===== config.mk =====
export PLATFORM = sky130hd
export DESIGN_NAME = mem_arbiter_flat
export DESIGN_NICKNAME = d
export VERILOG_FILES = /design/src/rtl/mem_arbiter_if.sv /design/src/rtl/mem_arbiter.sv /design/src/flat_wrapper.sv
export SDC_FILE = /design/constraint.sdc
export NUM_CORES = 1
export LEC_CHECK = 0
export CORE_ASPECT_RATIO = 1.4
export CORE_MARGIN = 2
export CORE_UTILIZATION = 41
export DETAILED_ROUTE_END_ITERATION = 8
export MAX_ROUTING_LAYER = met4
export PLACE_DENSITY = 0.77
export SYNTH_ARGS = -nofsm -noshare
export SYNTH_HDL_FRONTEND = slang
export SYNTH_SLANG_ARGS = --single-unit

===== constraint.sdc =====
create_clock -name clk -period 3.8 [get_ports clk]
set_clock_uncertainty 0.15 [all_clocks]
set_input_delay 0.76 -clock clk [delete_from_list [all_inputs] [get_ports clk]]
set_output_delay 0.76 -clock clk [all_outputs]
set_load 0.01 [all_outputs]

===== src/rtl/mem_arbiter_if.sv =====
// rtl/mem_arbiter_if.sv - requester-side bundle for mem_arbiter
interface mem_arbiter_if #(
  parameter int NCH = 2
);
  logic [NCH-1:0]    req;
  logic [NCH-1:0]    we;
  logic [2*NCH-1:0]  size;
  logic [32*NCH-1:0] addr;
  logic [32*NCH-1:0] wdata;
  logic [NCH-1:0]    ack;
  logic [31:0]       rdata;
  logic              busy;

  modport master (output req, we, size, addr, wdata, input ack, rdata, busy);
  modport slave  (input req, we, size, addr, wdata, output ack, rdata, busy);
endinterface


===== src/rtl/mem_arbiter.sv =====
// rtl/mem_arbiter.sv - NCH-channel arbiter onto the byte-serial RAM/IO bus
module mem_arbiter #(
  parameter int         NCH        = 2,
  parameter int         ARB_MODE   = 0,
  parameter logic [7:0] FLUSH_MASK = 8'b01
) (
  input  logic         clk,
  input  logic         rst,
  input  logic         rdy,
  input  logic         jp_wrong,
  input  logic         io_buffer_full,
  mem_arbiter_if.slave bus,
  input  logic [7:0]   mem_din,
  output logic [7:0]   mem_dout,
  output logic [31:0]  mem_a,
  output logic         mem_wr
);
  localparam int GW = (NCH > 1) ? $clog2(NCH) : 1;

  typedef enum logic [2:0] {IDLE, READ, WRITE, IO_WAIT, DONE} state_t;

  state_t         state;
  logic [GW-1:0]  grant;
  logic [GW-1:0]  last_grant;
  logic [31:0]    addr_q;
  logic [31:0]    wdata_q;
  logic [1:0]     size_q;
  logic [2:0]     k;
  logic           issued;
  logic [NCH-1:0] ack_q;
  logic [31:0]    rdata_q;
  logic           busy_q;

  logic [NCH-1:0] elig;
  logic           found;
  logic [GW-1:0]  win;
  logic [GW-1:0]  cand;
  logic [1:0]     win_size;
  logic [2:0]     km1;
  logic           io_stall;

  assign elig     = bus.req & ~(jp_wrong ? FLUSH_MASK[NCH-1:0] : {NCH{1'b0}});
  assign win_size = bus.size[2*int'(win) +: 2];
  assign km1      = k - 3'd1;
  assign io_stall = (addr_q[17:16] == 2'b11) && io_buffer_full;

  assign bus.ack   = ack_q;
  assign bus.rdata = rdata_q;
  assign bus.busy  = busy_q;

  // Round-robin scans upward from the channel after the previous winner.
  always_comb begin
    found = 1'b0;
    win   = '0;
    cand  = '0;
    for (int i = 0; i < NCH; i++) begin
      if (!found) begin
        if (ARB_MODE == 0) cand = GW'(i);
        else               cand = GW'((int'(last_grant) + 1 + i) % NCH);
        if (elig[cand]) begin
          found = 1'b1;
          win   = cand;
        end
      end
    end
  end

  always_comb begin
    mem_a    = '0;
    mem_dout = '0;
    mem_wr   = 1'b0;
    if (state == READ || state == WRITE) mem_a = addr_q + {29'd0, k};
    if (state == WRITE) begin
      mem_dout = wdata_q[{k[1:0], 3'b000} +: 8];
      mem_wr   = rdy && !io_stall;
    end
  end

  always_ff @(posedge clk or posedge rst) begin
    if (rst) begin
      state      <= IDLE;
      grant      <= '0;
      last_grant <= GW'(NCH - 1);
      addr_q     <= '0;
      wdata_q    <= '0;
      size_q     <= '0;
      k          <= '0;
      issued     <= 1'b0;
      ack_q      <= '0;
      rdata_q    <= '0;
      busy_q     <= 1'b0;
    end else begin
      ack_q <= '0;
      if (rdy) begin
        case (state)
          IDLE: begin
            if (found) begin
              grant      <= win;
              last_grant <= win;
              addr_q     <= bus.addr[32*int'(win) +: 32];
              wdata_q    <= bus.wdata[32*int'(win) +: 32];
              size_q     <= (win_size == 2'd2) ? 2'd3 : win_size;
              k          <= '0;
              issued     <= 1'b0;
              rdata_q    <= '0;
              busy_q     <= 1'b1;
              state      <= bus.we[win] ? WRITE : READ;
            end
          end
          READ: begin
            if (jp_wrong && FLUSH_MASK[grant]) begin
              state  <= IDLE;
              busy_q <= 1'b0;
              issued <= 1'b0;
            end else begin
              if (issued) rdata_q[{km1[1:0], 3'b000} +: 8] <= mem_din;
              if (k <= {1'b0, size_q}) begin
                k      <= k + 3'd1;
                issued <= 1'b1;
              end else begin
                issued       <= 1'b0;
                ack_q[grant] <= 1'b1;
                state        <= DONE;
              end
            end
          end
          WRITE: begin
            if (io_stall) begin
              state <= IO_WAIT;
            end else if (k[1:0] == size_q) begin
              ack_q[grant] <= 1'b1;
              state        <= DONE;
            end else begin
              k <= k + 3'd1;
            end
          end
          IO_WAIT: begin
            if (!io_buffer_full) state <= WRITE;
          end
          DONE: begin
            state  <= IDLE;
            busy_q <= 1'b0;
          end
          default: state <= IDLE;
        endcase
      end else if (state == READ && issued) begin
        // The byte issued just before the pause is lost; rewind so it is re-issued.
        k      <= km1;
        issued <= 1'b0;
      end
    end
  end
endmodule


===== src/flat_wrapper.sv =====
// flat-port wrapper written by rule: the top's interface ports become plain ports
module mem_arbiter_flat 
#(
  parameter int         NCH        = 2,
  parameter int         ARB_MODE   = 0,
  parameter logic [7:0] FLUSH_MASK = 8'b01
)
  (clk, rst, rdy, jp_wrong, io_buffer_full, mem_din, mem_dout, mem_a, mem_wr, bus_req, bus_we, bus_size, bus_addr, bus_wdata, bus_ack, bus_rdata, bus_busy);
  mem_arbiter_if #(.NCH(NCH)) bus_i ();
  input  logic clk;
  input  logic rst;
  input  logic rdy;
  input  logic jp_wrong;
  input  logic io_buffer_full;
  input  logic [7:0] mem_din;
  output logic [7:0] mem_dout;
  output logic [31:0] mem_a;
  output logic mem_wr;
  input wire logic [$bits(bus_i.req)-1:0] bus_req;
  input wire logic [$bits(bus_i.we)-1:0] bus_we;
  input wire logic [$bits(bus_i.size)-1:0] bus_size;
  input wire logic [$bits(bus_i.addr)-1:0] bus_addr;
  input wire logic [$bits(bus_i.wdata)-1:0] bus_wdata;
  output wire logic [$bits(bus_i.ack)-1:0] bus_ack;
  output wire logic [$bits(bus_i.rdata)-1:0] bus_rdata;
  output wire logic [$bits(bus_i.busy)-1:0] bus_busy;
  assign bus_i.req = bus_req;
  assign bus_i.we = bus_we;
  assign bus_i.size = bus_size;
  assign bus_i.addr = bus_addr;
  assign bus_i.wdata = bus_wdata;
  assign bus_ack = bus_i.ack;
  assign bus_rdata = bus_i.rdata;
  assign bus_busy = bus_i.busy;
  mem_arbiter #(.NCH(NCH), .ARB_MODE(ARB_MODE), .FLUSH_MASK(FLUSH_MASK)) u_core (.clk(clk), .rst(rst), .rdy(rdy), .jp_wrong(jp_wrong), .io_buffer_full(io_buffer_full), .bus(bus_i), .mem_din(mem_din), .mem_dout(mem_dout), .mem_a(mem_a), .mem_wr(mem_wr));
endmodule

# ---- After elaboration in Yosys (flattened, before gate mapping)
# Index checks and enable logic that the tools add are counted.
dict set report classes {
  bitwise_logic 2
  shift 6
  reduce_logical 17
  muxes 55
  n_lt_le_gt_ge 6
  addsub 4
  eq_ne 21
}
# op n
set ops {}
lappend ops {{32-bit two-way mux} 4}
lappend ops {{64-bit by 7-bit indexed part select with 32-bit output} 2}
lappend ops {{32-bit one-hot mux with 2 select lines} 1}
lappend ops {{3-bit two-way mux} 13}
lappend ops {{32-bit by 3-bit adder with 32-bit output} 1}
lappend ops {{32-bit bitwise mux} 1}
lappend ops {{8-bit by 7-bit variable shift with 32-bit output (first input constant)} 1}
lappend ops {{32-bit by 6-bit indexed part select with 8-bit output} 1}
lappend ops {{8-bit by 7-bit indexed part select with 32-bit output} 1}
lappend ops {{1-bit two-way mux} 22}
lappend ops {{2-bit two-way mux} 7}
lappend ops {{3-bit by 2-bit inequality test with 1-bit output (second input constant)} 4}
lappend ops {{3-bit one-hot mux with 4 select lines} 1}
lappend ops {{5-bit AND reduction} 2}
lappend ops {{3-bit inequality test (second input constant)} 3}
lappend ops {{3-bit one-hot mux with 3 select lines} 1}
lappend ops {{8-bit two-way mux} 1}
lappend ops {{5-bit negator with 7-bit output} 1}
lappend ops {{7-bit AND reduction} 1}
lappend ops {{3-bit by 2-bit equality test with 1-bit output (second input constant)} 2}
lappend ops {{1-bit by 2-bit less-than comparator with 1-bit output (second input constant)} 3}
lappend ops {{2-bit by 1-bit inequality test with 1-bit output (second input constant)} 3}
lappend ops {{3-bit AND reduction} 2}
lappend ops {{1-bit logical AND} 5}
lappend ops {{other kinds (25)} 28}
dict set report totals {
  out_inout_bits 76
  regBits 109
  input_bits 149
  word_cells 121
}

# ---- Longest topological paths before layout
# Gate-level depths: netlist (run 1).
dict set report logic_depth {
  depth_word 14
  ltp_mapped 8
}

# ---- Worst setup path after synthesis (run 1)
# Ideal clock, no wire load.
dict set report synth_timing {
  path_type {register to output}
  startpoint {register u_core.k[1]}
  endpoint {output mem_a[26]}
  t_required_ps 2890
  slack_ps 362
  arrival_time_ps 2528
  stages_incl_launch_ff 9
  path_buffers 1
  cell_sequence {dfrtp_1 > clkbuf_1 > inv_1 > fa_1 > nand2b_1 > a211o_1 > nor4_1 > xnor2_1 > nor2_1}
}
dict set report synth_via {
  elab_chain_cells 2
}
# element line_no
set synth_lines {}
lappend synth_lines {{from (decl)} mem_arbiter.sv:28} ;# logic [2:0] k;
lappend synth_lines {{from (signal assigned)} mem_arbiter.sv:118} ;# k <= k + 3'd1;
lappend synth_lines {{from (signal assigned)} mem_arbiter.sv:134} ;# k <= k + 3'd1;
lappend synth_lines {{from (signal assigned)} mem_arbiter.sv:148} ;# k <= km1;
lappend synth_lines {{32-bit by 3-bit adder with 32-bit output} mem_arbiter.sv:72} ;# if (state == READ || state == WRITE) mem_a = addr_q + {29'd0, k};
lappend synth_lines {{32-bit two-way mux} mem_arbiter.sv:72}
lappend synth_lines {{to (decl)} flat_wrapper.sv:17} ;# output logic [31:0] mem_a;
# Every way passes these cells.

# ---- Final worst setup path (run 1)
dict set report layout_timing {
  startpoint {register u_core.k[1]}
  endpoint {output mem_a[15]}
}
# Same word-level chain as after synthesis.

==> results of run 1 <==
cell type report:
class                      instances  area [sq um]  share of cell area
timing repair buffer             247          2477              0.2677
inverter                          27         103.9             0.01122
sequential                       109          2728              0.2948
multi-input combinational        485          3418              0.3694
tap                              192         240.2             0.02596
clock inverter                     6         56.30            0.006085
clock buffer                      10         229.0             0.02475
timing repair:
item | CTS | global route
hold buffers | 0 | 0
gates cloned | 0 | 1
resized for setup | 13 | 19
buffers inserted | 0 | 6
pin swaps | 0 | 2
endpoints found under the setup margin | 11 | 19
cells by family after synthesis:
group / after synthesis
AO/OA/AOI/OAI: 119
XOR/XNOR: 31
adder cells (fa/ha/maj): 13
buffers and inverters: 67
flip-flops: 109
multiplexers: 93
AND/OR/NAND/NOR: 229
power breakdown:
part | switching (mW) | internal [mW] | leakage, nW
clock | 0.448 | 0.459 | 0.137
combinational | 1.23 | 1.17 | 2.57
sequential | 0.356 | 1.53 | 1.41
total | 2.04 | 3.16 | 4.11
routing by layer:
layer	routed length (um)	track usage	up-vias
met3	804	0.03184	26
li1	-	-	2742
met2	9083	0.3708	156
met5	0	-	-
met4	384	0.08165	0
met1	6816	0.2494	2609
cell usage after synthesis (3+ instances only):
library cell / instances / area (sq um)
dfrtp_1: 109 / 2728
nand2_1: 108 / 405.4
mux2i_1: 83 / 830.8
o21ai_0: 60 / 300.3
nor2_1: 43 / 161.4
inv_1: 27 / 101.4
buf_2: 21 / 105.1
xor2_1: 20 / 175.2
clkbuf_1: 17 / 63.81
a22o_1: 16 / 140.1
nand3_1: 16 / 80.08
and3_1: 15 / 93.84
ha_1: 12 / 150.1
nand4_1: 11 / 68.82
xnor2_1: 11 / 96.34
o21ai_1: 9 / 45.04
a21oi_1: 8 / 40.04
mux4_2: 8 / 180.2
nor3_1: 7 / 35.03
nand2b_1: 5 / 31.28
nor4_1: 4 / 25.02
a31oi_1: 3 / 18.77
and2_1: 3 / 18.77
o211ai_1: 3 / 22.52
o31ai_1: 3 / 22.52
or3_1: 3 / 18.77
state kept, by name, summed over array words and instances, names as in the netlist:
register / cells
u_core.size_q: 2
u_core.issued: 1
u_core.bus.ack: 2
u_core.addr_q: 32
u_core.state: 3
u_core.grant: 1
u_core.wdata_q: 32
u_core.k: 3
u_core.bus.busy: 1
u_core.bus.rdata: 32
worst max-delay path by stage:
stage,cells past startpoint,slack [ps],from,endpoint
2_1_floorplan,1,20,rst,u_core.addr_q[0]$_DFFE_PP0P_
3_3_place_gp,9,180,u_core.k[0]$_DFFE_PP0P_,mem_a[28]
3_5_place_dp,9,130,u_core.addr_q[0]$_DFFE_PP0P_,mem_a[28]
4_1_cts,9,10,u_core.addr_q[0]$_DFFE_PP0P_,mem_a[18]
5_1_grt,9,-20,u_core.k[1]$_DFFE_PP0P_,mem_a[15]
6_report,9,100,u_core.k[1]$_DFFE_PP0P_,mem_a[15]
worst min-delay path: cells and delay by family (launching register included):
family / cells / cell delay (ps)
AOI/OAI and AO/OA: 1 / 60
and+or+nand+nor: 1 / 40
DFF: 1 / 350
stage by stage:
stage | std cells | util | cell area, sq um | setup TNS, ps | power (mW)
floorplan | 661 | - | 6355 | 0 | 3.345
global placement | 1053 | 0.5828 | 8812 | 0 | 4.253
detailed placement | 1053 | 0.5828 | 8812 | 0 | 4.316
CTS | 1069 | 0.6046 | 9141 | 0 | 5.237
global route | 1076 | 0.6120 | 9253 | -21.79 | 5.579
finish | 1076 | 0.6120 | 9253 | 0 | 5.200
==> results.toml, run 1 <==
[setup_path]
crit_arrival_ps = 2790
critical-path-top-delay-family = "buffers and inverters"
crit_type = "reg -> out"
rrSetupSlack_ps = 1160
max_stage_delay_ps = 570
r2r_end = "u_core.k[2]$_DFFE_PP0P_"
cpMaxStageDelayCell = "clkdlybuf4s50_1"
worstPathRequired_ps = 2890
r2r_start = "u_core.k[0]$_DFFE_PP0P_"
cp-start-kind = "flop"
reg2regPathDepth = 8
worst-path-buf-inv = 3
critPathMaxFanout = 13
critPathCaptureType = "output port"
cp_cell_sequence = "buf_4 > ha_1 > nand3_1 > a211oi_2 > buf_4 > nand3_1 > xor2_1 > nor2_1 > clkdlybuf4s50_1"

[sta]
period_share = 0.9732
setup_violations = 0
slew_headroom = 0.4205
drv_slew = 0
post-route-min-period_ps = 3698
hold_viol_final = 0
worst_slew_pin_slew_ps = 869.2
hold_ws_ps = 328.2
setup_slack_ps = 102.0
max_freq_mhz = 270.4

[final_layout]
layout.cells.most_common_list = "208 x clkdlybuf4s50_1, 109 x dfrtp_1, 108 x nand2_1, 83 x mux2i_1, 60 x o21ai_0"
mostFrequentLayoutCell = "clkdlybuf4s50_1"
fin_nets = 1041
antenna_cells = 0
area_delta_synth_final_pct = 45.60
fill_cells = 1320
drive_above_1_share = 0.07919

[yosys]
synth-async-reset-ratio = 1.000
synthFlopType = "dfrtp_1"
syn_nets = 823
synth_xor_area_frac = 0.04272
synth-edff-count = 0
synthAdderAreaFrac = 0.02678
ys_types = 55
synth_seq_cells = 109
syn_inst = 661
synth_warnings = 0
synth_top_family_by_area = "simple AND/OR/NAND/NOR gates"
yosysSeqAreaShare = 0.4292
synth.cell_area_sq_mm = 0.006355
synth_compound_area_frac = 0.1213
synthMuxAreaShare = 0.1626
synthSimpleGateAreaFrac = 0.1719
synth.avg_cell_area_sq_um = 9.614

[global_routing]
antenna_found_initial = 0
grt_pass1_wl_um = 26770
grt.total_usage = 0.2141
overflow = 0
grt_pass1_vias = 5448
grt_max_degree = 133

[power]
peakVddDrop_v = 0.0002619
p_per_area_mw_per_mm2 = 562.0
p_leak_nw = 4.114

[clocking]
clk_latency_ps = 350
h-tree-depth = 3
cts_buffer_depth = 2
cts.sinks = 109
cts_inserted_buffers = 9
cts_tree = "built"
clk_transition_reported_paths_ps = 80
root_buffer = "clkbuf_16"

[worst_hold_path]
hold_path.class = "reg -> reg"
hold_depth = 2
whs_endpoint = "u_core.wdata_q[29]$_DFFE_PP0P_"
hold_path_startpoint = "u_core.wdata_q[29]$_DFFE_PP0P_"

[run_status]
status = "complete, no violations"

[floorplan]
die_w_um = 109.2
core_area_sq_mm = 0.01512
dieArea_sq_mm = 0.01653
fp.dieH_um = 151.3
initial_core_util = 0.4203
std_cell_rows = 53
io_pins = 225

[routing]
drtIter0Drc = 265
drc = 0
wl_per_cell_um = 15.88
wl_um = 17090
dr.pass1.iters = 4
vias_per_cell = 5.142
num_vias = 5533
ant_nets = 0

[flow_run]
drv_cap = 0

[placed_design]
hpwlAfterDp_um = 12830
pre_cts_ws_ps = 130.4
place.gp.congestion = 0.8969
port_buffers = 224
Note: power is estimated with default switching activity, not from simulation.
==> inputs of run 2 (changes only) <==
--- a/config.mk
+++ b/config.mk
@@ -5,12 +5,14 @@
 export SDC_FILE = /design/constraint.sdc
 export NUM_CORES = 1
 export LEC_CHECK = 0
+export CELL_PAD_IN_SITES_DETAIL_PLACEMENT = 1
+export CELL_PAD_IN_SITES_GLOBAL_PLACEMENT = 1
 export CORE_ASPECT_RATIO = 1.4
 export CORE_MARGIN = 2
-export CORE_UTILIZATION = 41
+export CORE_UTILIZATION = 31
 export DETAILED_ROUTE_END_ITERATION = 8
 export MAX_ROUTING_LAYER = met4
-export PLACE_DENSITY = 0.77
+export PLACE_DENSITY_LB_ADDON = 0.1
 export SYNTH_ARGS = -nofsm -noshare
 export SYNTH_HDL_FRONTEND = slang
 export SYNTH_SLANG_ARGS = --single-unit
==> run 2 against run 1 <==
Compared with the run above: combinational power is 3% higher; count of clock-buffer cells in the layout is 1 higher; setup slack better by 44 ps; critical path type unchanged; largest power group unchanged.
==> results.toml, run 2 (synthesis results as in run 1) <==
[run_status]
status = "complete, no violations"

[power]
p_seq_frac = 0.354
pwr-share-clk = 0.187
peakVddDrop_v = 0.0002606
p_leak_nw = 4.044
p_comb_frac = 0.459
p_per_area_mw_per_mm2 = 576.1
p_sw_frac = 0.3881
power_mw = 5.372
internal_power_mw = 3.287
p_switching_mw = 2.085

[routing]
dr.max_layer_used = "met4"
dr.pass1.iters = 5
num_vias = 5708
drtIter0Drc = 226
ant_nets = 0
wl_met2_um = 11320
wl_per_cell_um = 17.89
vias_per_cell = 5.007
drt-met1-wl_um = 7850
drc = 0
wl_met3_um = 940
wl_um = 20400

[clocking]
cts_buffer_depth = 2
cts_inserted_buffers = 9
clk_transition_reported_paths_ps = 70
root_buffer = "clkbuf_16"
clk_latency_ps = 350
cts_tree = "built"
cts.sinks = 109
h-tree-depth = 3
cts_hold_buf = 0

[sta]
post-route-min-period_ps = 3654
slew_headroom = 0.5046
setup_violations = 0
max_freq_mhz = 273.6
period_share = 0.9617
drv_slew = 0
hold_viol_final = 0
setup_slack_ps = 145.5
worst_slew_pin_slew_ps = 741.2

[placed_design]
hpwlAfterDp_um = 15960
pre_cts_ws_ps = 61.08
placed_cells_incl_taps = 1122
port_buffers = 224
place.gp.congestion = 0.8205
place_area_sq_mm = 0.008922

[floorplan]
io_pins = 225
dieArea_sq_mm = 0.02168
core_area_sq_mm = 0.02032
die_w_um = 125.0
initial_core_util = 0.3127
std_cell_rows = 62
fp.dieH_um = 173.4

[final_layout]
final_cells = 1140
mostFrequentLayoutCell = "clkdlybuf4s50_1"
seqCellArea_sq_mm = 0.002728
drive_above_1_share = 0.07710
fill_cells = 2306
stdcell_area_sq_mm = 0.009325
layout.cells.most_common_list = "212 x clkdlybuf4s50_1, 109 x dfrtp_1, 108 x nand2_1, 83 x mux2i_1, 60 x o21ai_0"
fin_nets = 1040
multi_input_area_sq_mm = 0.003411
area_delta_synth_final_pct = 46.74

[setup_path]
rrSetupSlack_ps = 1020
r2r_start = "u_core.k[0]$_DFFE_PP0P_"
reg2regPathDepth = 8
crit_arrival_ps = 2740
worstPathRequired_ps = 2890
crit_type = "reg -> out"
cp-start-kind = "flop"
critPathCaptureType = "output port"
r2r_end = "u_core.k[0]$_DFFE_PP0P_"
critPathMaxFanout = 13

[global_routing]
antenna_found_initial = 2
grt_pass1_wl_um = 32660
grt.total_usage = 0.1942
grt_pass1_vias = 6256
grt_max_degree = 133
overflow = 0

[worst_hold_path]
hold_depth = 2
hold_path_startpoint = "u_core.wdata_q[23]$_DFFE_PP0P_"
whs_endpoint = "u_core.wdata_q[23]$_DFFE_PP0P_"
hold_path.class = "reg -> reg"

[flow_run]
drv_cap = 0
==> run 2: worst max-delay path by stage <==
stage	startpoint	cells after the start	endpoint	slack [ps]
floorplan	rst	1	u_core.addr_q[0]$_DFFE_PP0P_	20
global placement	u_core.k[0]$_DFFE_PP0P_	9	mem_a[28]	140
detailed placement	u_core.addr_q[0]$_DFFE_PP0P_	9	mem_a[26]	60
CTS	u_core.addr_q[0]$_DFFE_PP0P_	9	mem_a[28]	-160
global route	u_core.k[1]$_DFFE_PP0P_	9	mem_a[29]	-10
finish	u_core.k[1]$_DFFE_PP0P_	9	mem_a[27]	150
==> run 2: worst max-delay path, cell delays in order, from the launching register on <==
cell and delay (ps):
dfrtp_1 390, buf_4 210, ha_1 300, nand3_1 100, a211oi_2 210, buf_6 190
nand4_1 120, xor2_1 180, nor2_1 100, clkdlybuf4s50_1 580
==> run 2: repair_timing <==
item	CTS	global route
setup buffers	0	1
cloned	0	0
resized for setup	10	15
setup endpoints to repair	11	18
pin swaps	0	2
==> run 2: through the flow <==
step / utilization / setup TNS, ps / hold slack, ps
after detailed placement: 0.4390 / 0 / 318.2
after floorplan: - / 0 / 294.6
after CTS: 0.4557 / -314.4 / 335.2
final: 0.4588 / 0 / 329.6
after global placement: 0.4390 / 0 / 312.8
after global routing: 0.4588 / -19.45 / 358.2
==> run 2: layer usage <==
metal  GRT usage  vias up
li1            -     2742
met1      0.2070     2802
met2      0.3675      145
met3     0.03333       19
met4     0.05093        0
met5           -        -
==> run 2: power groups by stage <==
stage                     clock, mW  sequential [mW]  combinational [mW]
after floorplan                   0             1.80                1.55
after global placement            0             1.90                2.43
after detailed placement          0             1.93                2.50
final                          1.00             1.90                2.47
after CTS                      1.04             1.91                2.51
after global routing           1.09             1.96                2.76
==> run 2: area by class of cell <==
class                           instances  area share
Multi-Input combinational cell        485      0.3658
Sequential cell                       109      0.2925
Timing Repair Buffer                  246      0.2628
Antenna cell                            2   0.0005367
Tap cell                              256     0.03435
Inverter                               27     0.01114
Clock buffer                           11     0.02496
Clock inverter                          4    0.007916
==> inputs of run 3 (changes only) <==
--- a/config.mk
+++ b/config.mk
@@ -13,6 +13,8 @@
 export DETAILED_ROUTE_END_ITERATION = 8
 export MAX_ROUTING_LAYER = met4
 export PLACE_DENSITY_LB_ADDON = 0.1
+export SETUP_SLACK_MARGIN = 0.5
+export SLEW_MARGIN = 20
 export SYNTH_ARGS = -nofsm -noshare
 export SYNTH_HDL_FRONTEND = slang
 export SYNTH_SLANG_ARGS = --single-unit
==> run 3 against run 2 <==
Compared with the run above: design area up 0.99%; critical path depth down 1; non-clock buffer count up 17; first-iteration DRC count down 19%; sequential share of layout area down 0.26 points; total power down 1.7%; count of clock-buffer cells in the layout down 2; register-to-register slack better by 50 ps; sequential power about the same; global-route usage up 0.40 points; critical path type unchanged; largest cell class unchanged; largest power group unchanged.
==> results.toml, run 3 (synthesis results as in run 1) <==
[run_status]
status = "complete, no violations"

[setup_path]
cp-start-kind = "flop"
rrSetupSlack_ps = 1070
worstPathRequired_ps = 2890
cpMaxStageDelayCell = "a211o_4"
r2r_end = "u_core.k[0]$_DFFE_PP0P_"
r2r_start = "u_core.k[0]$_DFFE_PP0P_"
reg2regPathDepth = 8
critPathMaxFanout = 7
cp_cell_sequence = "ha_2 > inv_2 > fa_2 > nand2b_4 > a211o_4 > or3_1 > a21oi_2 > buf_2"
max_stage_delay_ps = 390
worst-path-buf-inv = 2
critical-path-top-delay-family = "simple AND/OR/NAND/NOR gates"
critPathCaptureType = "output port"
crit_arrival_ps = 2510
crit_type = "reg -> out"

[routing]
wl_um = 20750
drc = 0
wl_per_cell_um = 17.94
ant_nets = 0
num_vias = 5793
dr.pass1.iters = 4
vias_per_cell = 5.007
drtIter0Drc = 184

[sta]
setup_violations = 0
setup_tns_ps = 0
slew_headroom = 0.5170
period_share = 0.9009
worst_slew_pin_slew_ps = 722.6
max_freq_mhz = 292.1
hold_viol_final = 0
setup_slack_ps = 376.7
post-route-min-period_ps = 3423
rsz0062_at_grt = "true"
drv_slew = 0

[floorplan]
core_area_sq_mm = 0.02032
fp.dieH_um = 173.4
die_w_um = 125.0
dieArea_sq_mm = 0.02168
initial_core_util = 0.3127
io_pins = 225
std_cell_rows = 62

[final_layout]
mostFrequentLayoutCell = "clkdlybuf4s50_1"
fill_cells = 2325
fin_nets = 1057
drive_above_1_share = 0.1378
area_delta_synth_final_pct = 48.20
stdcell_area_sq_mm = 0.009418
layout.cells.most_common_list = "194 x clkdlybuf4s50_1, 108 x nand2_1, 107 x dfrtp_1, 83 x mux2i_1, 60 x o21ai_0"
final_cells = 1157

[global_routing]
antenna_found_initial = 1
grt.total_usage = 0.1982
grt_pass1_wl_um = 33340
overflow = 0
grt_max_degree = 133
grt_pass1_vias = 6419

[placed_design]
place_area_sq_mm = 0.008904
hpwlAfterDp_um = 15660
pre_cts_ws_ps = 126.0
place.gp.congestion = 0.8297
placed_cells_incl_taps = 1120
port_buffers = 224

[clocking]
cts.sinks = 109
h-tree-depth = 3
cts_inserted_buffers = 9
root_buffer = "clkbuf_16"
clk_transition_reported_paths_ps = 80
cts_buffer_depth = 2
cts_tree = "built"
clk_latency_ps = 360

[worst_hold_path]
hold_depth = 2
hold_path_startpoint = "u_core.wdata_q[20]$_DFFE_PP0P_"
hold_path.class = "reg -> reg"
whs_endpoint = "u_core.wdata_q[20]$_DFFE_PP0P_"

[flow_run]
drv_cap = 0

[power]
p_per_area_mw_per_mm2 = 560.9
p_leak_nw = 4.122
peakVddDrop_v = 0.0002819
## run 3: per-stage QoR
step | total power [mW] | util | hold slack [ps]
2_1_floorplan | 3.346 | - | 294.6
3_3_place_gp | 4.330 | 0.4381 | 309.8
3_5_place_dp | 4.412 | 0.4381 | 320.9
4_1_cts | 5.331 | 0.4596 | 338.5
5_1_grt | 5.704 | 0.4634 | 358.3
6_report | 5.282 | 0.4634 | 332.3
## run 3: layer usage
metal,global-route usage,up-vias,share of wire
li1,-,2769,-
met1,0.2106,2849,0.38
met2,0.3693,153,0.55
met3,0.04383,22,0.053
met4,0.05046,0,0.016
met5,-,-,0
## run 3: power breakdown
group	internal (mW)	leakage (nW)	switching, mW
combinational	1.14	2.58	1.32
sequential	1.54	1.41	0.371
clock	0.453	0.133	0.469
## run 3: layout make-up
| class | count | area, sq um | area share |
|---|---|---|---|
| Clock buffer | 9 | 225.2 | 0.02391 |
| Clock inverter | 7 | 55.05 | 0.005846 |
| Multi-Input combinational cell | 485 | 3487 | 0.3703 |
| Timing Repair Buffer | 263 | 2492 | 0.2646 |
| Antenna cell | 1 | 2.502 | 0.0002657 |
| Inverter | 27 | 105.1 | 0.01116 |
| Sequential cell | 109 | 2730 | 0.2899 |
| Tap cell | 256 | 320.3 | 0.03401 |
## run 3: tightest hold or removal path, cell delays in order, from the launching register on
cell	delay [ps]
dfrtp_1	340
nand2_1	50
o21ai_0	60
## run 3: worst max path at each step
stage | to | slack [ps] | startpoint | cells past startpoint
floorplan | mem_a[26] | 510 | u_core.k[1]$_DFFE_PP0P_ | 8
global placement | mem_a[28] | 120 | u_core.k[0]$_DFFE_PP0P_ | 9
detailed placement | mem_a[26] | 130 | u_core.addr_q[0]$_DFFE_PP0P_ | 9
CTS | mem_a[16] | 350 | u_core.addr_q[0]$_DFFE_PP0P_ | 8
global route | mem_a[28] | 250 | u_core.addr_q[0]$_DFFE_PP0P_ | 10
finish | mem_a[16] | 380 | u_core.addr_q[0]$_DFFE_PP0P_ | 8
## run 3: repair_timing
item	in CTS	in global routing
setup buffers	15	4
gates cloned	1	0
resized for setup	128	16
hold buffers	0	0
pin swaps	16	7
setup endpoints to repair	29	31
